$ cat config.mk
export PLATFORM = sky130hd
export DESIGN_NAME = exec_monitor
export DESIGN_NICKNAME = d
export VERILOG_FILES = /design/src/rtl/exec_monitor_pkg.sv /design/src/rtl/exec_monitor_trace_fifo.sv /design/src/rtl/exec_monitor.sv
export SDC_FILE = /design/constraint.sdc
export NUM_CORES = 2
export LEC_CHECK = 0
export CAP_MARGIN = 10
export CORE_ASPECT_RATIO = 1.5
export CORE_MARGIN = 4
export CORE_UTILIZATION = 49
export CTS_CLUSTER_SIZE = 20
export DETAILED_ROUTE_END_ITERATION = 10
export PLACE_DENSITY = 0.71
export SLEW_MARGIN = 20
export SYNTH_ARGS = -nofsm -noshare
export SYNTH_HDL_FRONTEND = slang
export SYNTH_SLANG_ARGS = --single-unit
$ cat constraint.sdc
create_clock -name clk -period 6.89 [get_ports clk]
set_clock_uncertainty 0.05 [all_clocks]
set_input_delay 1.7225 -clock clk [delete_from_list [all_inputs] [get_ports clk]]
set_output_delay 1.7225 -clock clk [all_outputs]
set_load 0.02 [all_outputs]
$ cat src/rtl/exec_monitor_pkg.sv
// Shared types and default constants for the execution monitor.
// Latency: none (declarations only).
// Backpressure: none (declarations only).
package exec_monitor_pkg;

    localparam int DEF_DATA_W      = 32;
    localparam int DEF_REG_COUNT   = 32;
    localparam int DEF_ADDR_W      = 5;
    localparam int DEF_PC_W        = 32;
    localparam int DEF_HALT_ZEROS  = 1;
    localparam int DEF_TIMEOUT     = 65;
    localparam int DEF_TRACE_DEPTH = 16;

    // RUN is the only state that advances; the other two hold until reset
    typedef enum logic [1:0] {
        ST_RUN     = 2'd0,
        ST_HALTED  = 2'd1,
        ST_TIMEOUT = 2'd2
    } state_t;

    // One trace record at the default widths, head-first: pc, addr, data
    typedef struct packed {
        logic [DEF_PC_W-1:0]   pc;
        logic [DEF_ADDR_W-1:0] addr;
        logic [DEF_DATA_W-1:0] data;
    } trace_entry_t;

    // Increment that sticks at all-ones instead of wrapping
    function automatic logic [31:0] sat_inc(input logic [31:0] v);
        return (v == '1) ? v : v + 32'd1;
    endfunction

endpackage

$ cat src/rtl/exec_monitor_trace_fifo.sv
// Synchronous FIFO that drops pushes when full and keeps a sticky overflow flag.
// Latency: push visible at the head one edge later (no fall-through); pop on the same edge.
// Backpressure: none upstream (drop-on-full); downstream pops on o_vld & i_rdy.
module trace_fifo #(
    parameter int WIDTH = 8,
    parameter int DEPTH = 16
) (
    input  logic             clk,
    input  logic             reset,
    input  logic             i_push,
    input  logic [WIDTH-1:0] i_push_dat,
    output logic             o_vld,
    input  logic             i_rdy,
    output logic [WIDTH-1:0] o_dat,
    output logic             o_overflow
);
    localparam int PTR_W = (DEPTH > 1) ? $clog2(DEPTH) : 1;

    logic [WIDTH-1:0] r_mem [DEPTH];
    logic [PTR_W-1:0] r_wptr;
    logic [PTR_W-1:0] r_rptr;
    logic [PTR_W:0]   r_count;
    logic             r_overflow;
    logic             w_full;
    logic             w_pop;
    logic             w_push_ok;

    assign w_full     = (r_count == (PTR_W+1)'(DEPTH));
    assign o_vld      = (r_count != '0);
    assign w_pop      = o_vld & i_rdy;
    // A pop on the same edge frees the slot, so a full FIFO still accepts
    assign w_push_ok  = i_push & (~w_full | w_pop);
    assign o_dat      = o_vld ? r_mem[r_rptr] : '0;
    assign o_overflow = r_overflow;

    // Pointer, occupancy and sticky overflow bookkeeping
    always_ff @(posedge clk) begin
        if (reset) begin
            r_wptr     <= '0;
            r_rptr     <= '0;
            r_count    <= '0;
            r_overflow <= 1'b0;
        end else begin
            if (w_push_ok) r_wptr <= r_wptr + 1'b1;
            if (w_pop)     r_rptr <= r_rptr + 1'b1;
            if (w_push_ok && !w_pop)      r_count <= r_count + 1'b1;
            else if (!w_push_ok && w_pop) r_count <= r_count - 1'b1;
            if (i_push && !w_push_ok) r_overflow <= 1'b1;
        end
    end

    // Entry storage; contents are masked at the output while empty
    always_ff @(posedge clk) begin
        if (!reset && w_push_ok) r_mem[r_wptr] <= i_push_dat;
    end

endmodule

$ cat src/rtl/exec_monitor.sv
// Execution monitor: shadow register file, end-of-program/timeout detection, optional trace (EXEC_MONITOR_TRACE_EN).
// Latency: status and shadow update one edge after the observed cycle; dbg_data is combinational, no bypass.
// Backpressure: none on the snooped datapath; trace pops on trace_valid & trace_ready, drops when full.
module exec_monitor
    import exec_monitor_pkg::*;
#(
    parameter int DATA_W      = DEF_DATA_W,
    parameter int REG_COUNT   = DEF_REG_COUNT,
    parameter int ADDR_W      = DEF_ADDR_W,
    parameter int PC_W        = DEF_PC_W,
    parameter int HALT_ZEROS  = DEF_HALT_ZEROS,
    parameter int TIMEOUT     = DEF_TIMEOUT,
    parameter int TRACE_DEPTH = DEF_TRACE_DEPTH
) (
    input  logic              clk,
    input  logic              reset,
    input  logic [31:0]       instruction,
    input  logic [PC_W-1:0]   pc,
    input  logic              wr_en,
    input  logic [ADDR_W-1:0] wr_addr,
    input  logic [DATA_W-1:0] wr_data,
    input  logic [ADDR_W-1:0] dbg_addr,
    output logic [DATA_W-1:0] dbg_data,
    output logic              halted,
    output logic              timed_out,
    output logic [31:0]       cycle_count,
    output logic [31:0]       retired_count,
    output logic              trace_valid,
    input  logic              trace_ready,
    output logic [PC_W-1:0]   trace_pc,
    output logic [ADDR_W-1:0] trace_addr,
    output logic [DATA_W-1:0] trace_data,
    output logic              trace_overflow
);
    state_t            r_state;
    logic              r_halted;
    logic              r_timed_out;
    logic [31:0]       r_cycle_cnt;
    logic [31:0]       r_retired_cnt;
    logic [31:0]       r_zero_run;
    logic [DATA_W-1:0] r_shadow [REG_COUNT];

    logic              w_run;
    logic              w_instr_nz;
    logic              w_wr_accept;
    logic [31:0]       w_cycle_nxt;
    logic [31:0]       w_retired_nxt;
    logic [31:0]       w_zero_nxt;

    assign w_run         = (r_state == ST_RUN);
    assign w_instr_nz    = |instruction;
    assign w_cycle_nxt   = sat_inc(r_cycle_cnt);
    assign w_retired_nxt = w_instr_nz ? sat_inc(r_retired_cnt) : r_retired_cnt;
    assign w_zero_nxt    = w_instr_nz ? 32'd0 : sat_inc(r_zero_run);
    // Register 0 is hardwired zero and out-of-range addresses have no backing entry
    assign w_wr_accept   = w_run && wr_en && (wr_addr != '0)
                           && (32'(wr_addr) < 32'(REG_COUNT));

    // Run-state FSM with counters; the zero-run check precedes timeout so halt wins a tie
    always_ff @(posedge clk) begin
        if (reset) begin
            r_state       <= ST_RUN;
            r_halted      <= 1'b0;
            r_timed_out   <= 1'b0;
            r_cycle_cnt   <= '0;
            r_retired_cnt <= '0;
            r_zero_run    <= '0;
        end else if (r_state == ST_RUN) begin
            r_cycle_cnt   <= w_cycle_nxt;
            r_retired_cnt <= w_retired_nxt;
            r_zero_run    <= w_zero_nxt;
            if (w_zero_nxt == 32'(HALT_ZEROS)) begin
                r_state  <= ST_HALTED;
                r_halted <= 1'b1;
            end else if (w_cycle_nxt == 32'(TIMEOUT)) begin
                r_state     <= ST_TIMEOUT;
                r_timed_out <= 1'b1;
            end
        end
    end

    // Shadow register file mirrors accepted writebacks, including the halting edge
    always_ff @(posedge clk) begin
        if (reset) begin
            for (int i = 0; i < REG_COUNT; i++) r_shadow[i] <= '0;
        end else if (w_wr_accept) begin
            r_shadow[wr_addr] <= wr_data;
        end
    end

    assign dbg_data = ((dbg_addr != '0) && (32'(dbg_addr) < 32'(REG_COUNT)))
                      ? r_shadow[dbg_addr] : '0;

    assign halted        = r_halted;
    assign timed_out     = r_timed_out;
    assign cycle_count   = r_cycle_cnt;
    assign retired_count = r_retired_cnt;

`ifdef EXEC_MONITOR_TRACE_EN
    localparam int ENTRY_W = PC_W + ADDR_W + DATA_W;

    logic [ENTRY_W-1:0] w_trace_dat;

    trace_fifo #(
        .WIDTH (ENTRY_W),
        .DEPTH (TRACE_DEPTH)
    ) u_trace_fifo (
        .clk        (clk),
        .reset      (reset),
        .i_push     (w_wr_accept),
        .i_push_dat ({pc, wr_addr, wr_data}),
        .o_vld      (trace_valid),
        .i_rdy      (trace_ready),
        .o_dat      (w_trace_dat),
        .o_overflow (trace_overflow)
    );

    assign {trace_pc, trace_addr, trace_data} = w_trace_dat;
`else
    // Without the trace the PC and pop handshake have no consumer
    logic w_unused_trace;
    assign w_unused_trace = ^{trace_ready, pc};

    assign trace_valid    = 1'b0;
    assign trace_pc       = '0;
    assign trace_addr     = '0;
    assign trace_data     = '0;
    assign trace_overflow = 1'b0;
`endif

endmodule

# Yosys cells after proc, flatten, opt, wreduce, memory -nomap -nowiden
# Memories as Yosys holds them, arrays and structs flattened.
# Index checks and enable logic that the tools add are counted.
dict set report word_totals {
  ff_bits 100
  ramBits 1024
  inputBits 110
  out_inout_bits 169
  memories 1
}
# name depth width read_ports rd_clocked_by_memory_dff write_ports line
set mem_list {}
lappend mem_list {r_shadow 32 32 1 0 32 exec_monitor.sv:41} ;# logic [DATA_W-1:0] r_shadow [REG_COUNT];
dict set report classes {
  addsub 3
  eq_ne 5
  mux 14
  bitwise 2
  n_reduce_logical 12
}
# cell n
set op_table {}
lappend op_table {{$mux W32} 5}
lappend op_table {{$add A32 B1 Y32 const B} 3}
lappend op_table {{$eq A32 B32 Y1 const B} 3}
lappend op_table {{$reduce_or A32 Y1} 2}
lappend op_table {{$eq A32 B1 Y1 const B} 1}
lappend op_table {{$eq A32 B7 Y1 const B} 1}
lappend op_table {{$reduce_bool A5 Y1} 2}
lappend op_table {{$mux W1} 6}
lappend op_table {{$reduce_and A3 Y1} 2}
lappend op_table {{$mux W5} 1}
lappend op_table {{$mux W2} 2}
lappend op_table {{$reduce_and A2 Y1} 2}
lappend op_table {{$logic_and A1 B1 Y1} 2}
lappend op_table {{$logic_not A2 Y1} 1}
lappend op_table {{$not A1 Y1} 2}
lappend op_table {{$reduce_bool A2 Y1} 1}

# Longest topological paths before layout
dict set report depth {
  ltp_word 8
  depth_mapped 11
  depth_no_buf 9
}

# Worst setup path after synthesis
# No wires, ideal clock.
dict set report synth_path {
  kind {input to output}
  startpoint {in dbg_addr[0]}
  endpoint {out dbg_data[10]}
  arrival_ns 4.158
  required_ns 5.117
  slack_ns 0.960
  cell_stages 7
  path_cell_list {clkbuf_1 > buf_1 > buf_1 > mux4_2 > mux4_2 > mux2i_1 > nor2_1}
}
dict set report synth_via {
  elab_chain_len 2
  elab_cells_between_ends 3
  classes_between {mux (1); reduce/logical (1); memory (1)}
}
# element line
set synth_lines {}
lappend synth_lines {{from (decl)} exec_monitor.sv:22} ;# input logic [ADDR_W-1:0] dbg_addr,
lappend synth_lines {{$mem_v2 Z32 W32 / $reduce_bool A5 Y1 (equally long branches)} -}
lappend synth_lines {{$mux W32 *} exec_monitor.sv:92} ;# ? r_shadow[dbg_addr] : '0;
lappend synth_lines {{to (decl)} exec_monitor.sv:23} ;# output logic [DATA_W-1:0] dbg_data,
# Mark *: on every way between the ends. The rest lies on a longest branch, timed or not.

# Worst setup path in the final report
dict set report layout_path {
  startpoint {in dbg_addr[0]}
  endpoint {out dbg_data[4]}
}
# Same word-level chain as after synthesis.

==> results.tsv <==
metric	value	unit
antenna_left	0	
dpl_cell_area	0.0565	mm²
ys_warn_count	0	
globalplace.congestion	0.890	
r2r-end	r_shadow[8][9]	
port_buffers	174	
worst-r2r-setup-slack	2.75	ns
die_w	276	µm
gr-usage-all-layers	24.9	%
antenna_found_initial	11	
r2r_start	r_state[1]	
avgRoutedWirePerCell	27.0	µm
fin_area	0.0601	mm²
slew_violations	0	
cts_buffer_depth	3	
die_h	410	µm
relSlewSlack	22.0	%
seq_power_share	52.2	%
path_max_fanout	35	
synthesis.area	0.0528	mm²
worstSetupPathType	input port to output port	
path_cells	buf_8 > buf_12 > mux4_2 > mux4_2 > mux2i_1 > nor2_1 > clkdlybuf4s50_1	
grt_start_max_net_pins	68	
ctsResizeCount	0	
power.density	244	mW/mm²
fillCellCount	8351	
tightest_slew	1.17	ns
syn_avg_cell_area	14.4	µm²
cts_tree	done	
pin_count	279	
placementRows	147	
cts_hold_buf	0	
post-route-period-util	93.1	%
start_kind	input port	
dieArea	0.113	mm²
max_freq	0.156	GHz
htreeDepth	3	
switchingPower	3310	µW
initial_core_util	49.3	%
reg2regPathDepth	7	
power_frac_comb	7.4	%
synth.yosys.seq_area_share	62.0	%
firstDrtPassIters	5	
outcome	finished, final reports clean	
hold_viol_final	0	
leakagePower	0.0217	µW
clkPwrFrac	40.4	%
tns	0	ns
finalPower	14700	µW
hpwl	86000	µm
drc	0	
period_minus_slack	6.42	ns
drt_iter0_drc	3132	
grt-ovfl-total	0	
grt_pass1_vias	32400	
grt_pass1_wl	210000	µm
syn_inst	3679	
drive_above_1_share	17.8	%
coreArea	0.107	mm²
setup.worst_path.end_class	output port	
clk_pin_slew_worst_paths	0.06	ns
rsz0062_at_grt	no	
fin_hold_ws	0.418	ns
worst_path_most_repeated_cell	mux4_2	
cts_setup_buffers	0	
cp.required	5.12	ns
synthArstFlopShare	0	%
synth-edff-count	1024	
vias	31600	
critPathMaxStageDelay	0.56	ns
viasPerCell	5.98	
peakVddDrop	0.196	mV
setup_viol	0	
finalWirelength	143000	µm
nNetsFinal	3881	
synth-main-ff-cell	edfxtp_1	
area_delta_synth_final	13.7	%
min_path_cells	1	
cp.arrival	4.65	ns
holdCritStartpoint	timed_out	
clk_latency	0.71	ns
hold_end	timed_out	
ys_seq_elements	1124	
synth.distinct_cells	70	
cts_buffers	106	
p_int	11400	µW
clock_sinks	1124	
swShare	22.6	%
worstHoldPathType	register to register	
cpMaxStageDelayCell	clkdlybuf4s50_1	
drv_cap	0	
root_buffer	clkbuf_16	
-- routing by layer --
layer / wire length (µm) / GRT usage (%) / vias to the layer above
li1: - / - / 13600
met1: 50000 / 29.6 / 16100
met2: 75600 / 45.4 / 1523
met3: 10900 / 4.05 / 330
met4: 6090 / 9.79 / 8
met5: 53 / 0 / -
-- layout make-up --
cell class | instances | area [µm²] | share of cell area (%)
Tap cell | 1415 | 1770 | 2.95
Timing Repair Buffer | 291 | 2950 | 4.91
Clock buffer | 126 | 2820 | 4.70
Antenna cell | 5 | 12.5 | 0.0208
Inverter | 13 | 50.0 | 0.0833
Multi-Input combinational cell | 2232 | 19000 | 31.7
Clock inverter | 69 | 679 | 1.13
Sequential cell | 1124 | 32800 | 54.5
-- cells in the mapped netlist (all sizes together) (4+ instances only) --
cell | n | share of area, %
buf | 113 | 1.3
and3 | 18 | 0.21
nor3 | 31 | 0.30
a31oi | 10 | 0.12
or2 | 5 | 0.059
and2 | 997 | 12
edfxtp | 1024 | 58
xnor2 | 22 | 0.36
nand3 | 58 | 0.55
mux4 | 320 | 14
a21oi | 61 | 0.58
a41oi | 4 | 0.066
a311oi | 10 | 0.18
or4 | 14 | 0.21
and4 | 19 | 0.32
nor2 | 165 | 1.2
nand2 | 84 | 0.60
o21ai | 83 | 0.79
dfxtp | 100 | 3.8
o21a | 4 | 0.057
mux2i | 36 | 0.68
xor2 | 32 | 0.53
a2111oi | 5 | 0.083
clkbuf | 299 | 2.1
or3 | 24 | 0.28
a211oi | 7 | 0.099
nor4 | 25 | 0.32
nor2b | 4 | 0.047
nand4 | 36 | 0.45
nand3b | 8 | 0.11
inv | 13 | 0.092
-- sequential cells by signal, summed over array words and instances, names as in the netlist --
register       flops
halted             1
retired_count     32
r_zero_run        32
r_state            2
timed_out          1
r_shadow        1024
cycle_count       32
-- cell families (layout without fill, tap and decap cells) --
logic type | count (synthesis) | after routing | share of synthesized area (%)
AO/OA/AOI/OAI | 218 | 218 | 2.52
multiplexers | 356 | 356 | 14.3
other | 1 | 108 | 0.00710
flip-flops | 1124 | 1124 | 62.0
XOR/XNOR | 54 | 54 | 0.895
adder cells (fa/ha/maj) | 3 | 3 | 0.0711
AND/OR/NAND/NOR | 1498 | 1498 | 16.6
buffers and inverters | 425 | 499 | 3.56
-- through the flow --
stage	worst slack (ns)	util (%)	instances
2_1_floorplan	0.960	-	3781
3_3_place_gp	0.538	52.7	5069
3_5_place_dp	0.529	52.8	5073
4_1_cts	0.518	56.1	5268
5_1_grt	0.440	56.1	5274
6_report	0.472	56.1	5275
-- power by group through the flow --
| stage | combinational (µW) | sequential (µW) | clock (µW) |
|---|---|---|---|
| after floorplan | 648 | 7810 | 0 |
| after global placement | 1070 | 7790 | 0 |
| after detailed placement | 1080 | 7800 | 0 |
| after CTS | 1090 | 7660 | 6010 |
| after global routing | 1130 | 7670 | 6310 |
| final | 1080 | 7660 | 5930 |
-- cell usage in the layout (no fill, tap or decap), types with 24 or more instances in the layout --
| cell | count |
|---|---|
| edfxtp_1 | 1024 |
| and2_1 | 997 |
| mux4_2 | 320 |
| clkdlybuf4s50_1 | 163 |
| nor2_1 | 132 |
| clkbuf_16 | 109 |
| conb_1 | 103 |
| dfxtp_1 | 100 |
| buf_4 | 95 |
| nand2_1 | 84 |
| a21oi_1 | 61 |
| nand3_1 | 57 |
| o21ai_0 | 51 |
| mux2i_1 | 36 |
| nand4_1 | 35 |
| xor2_1 | 32 |
| o21ai_4 | 31 |
| nor3_1 | 30 |
| nor2_2 | 29 |
| or3_1 | 24 |
-- worst max-delay path by stage --
stage                      from      endpoint  depth (start not counted)  slack, ns
detailed placement  dbg_addr[0]   dbg_data[4]                          7       0.53
global placement    dbg_addr[0]  dbg_data[24]                          7       0.54
CTS                 dbg_addr[0]   dbg_data[4]                          7       0.52
global route        dbg_addr[0]   dbg_data[4]                          7       0.44
finish              dbg_addr[0]   dbg_data[4]                          7       0.47
floorplan           dbg_addr[0]  dbg_data[10]                          7       0.96
-- critical path, delay by kind of cell --
family	cells	cell delay [ns]
buffers and inverters	3	1.23
and+or+nand+nor	1	0.07
muxes	3	1.59
No activity file was read; power rests on OpenSTA's default activity.
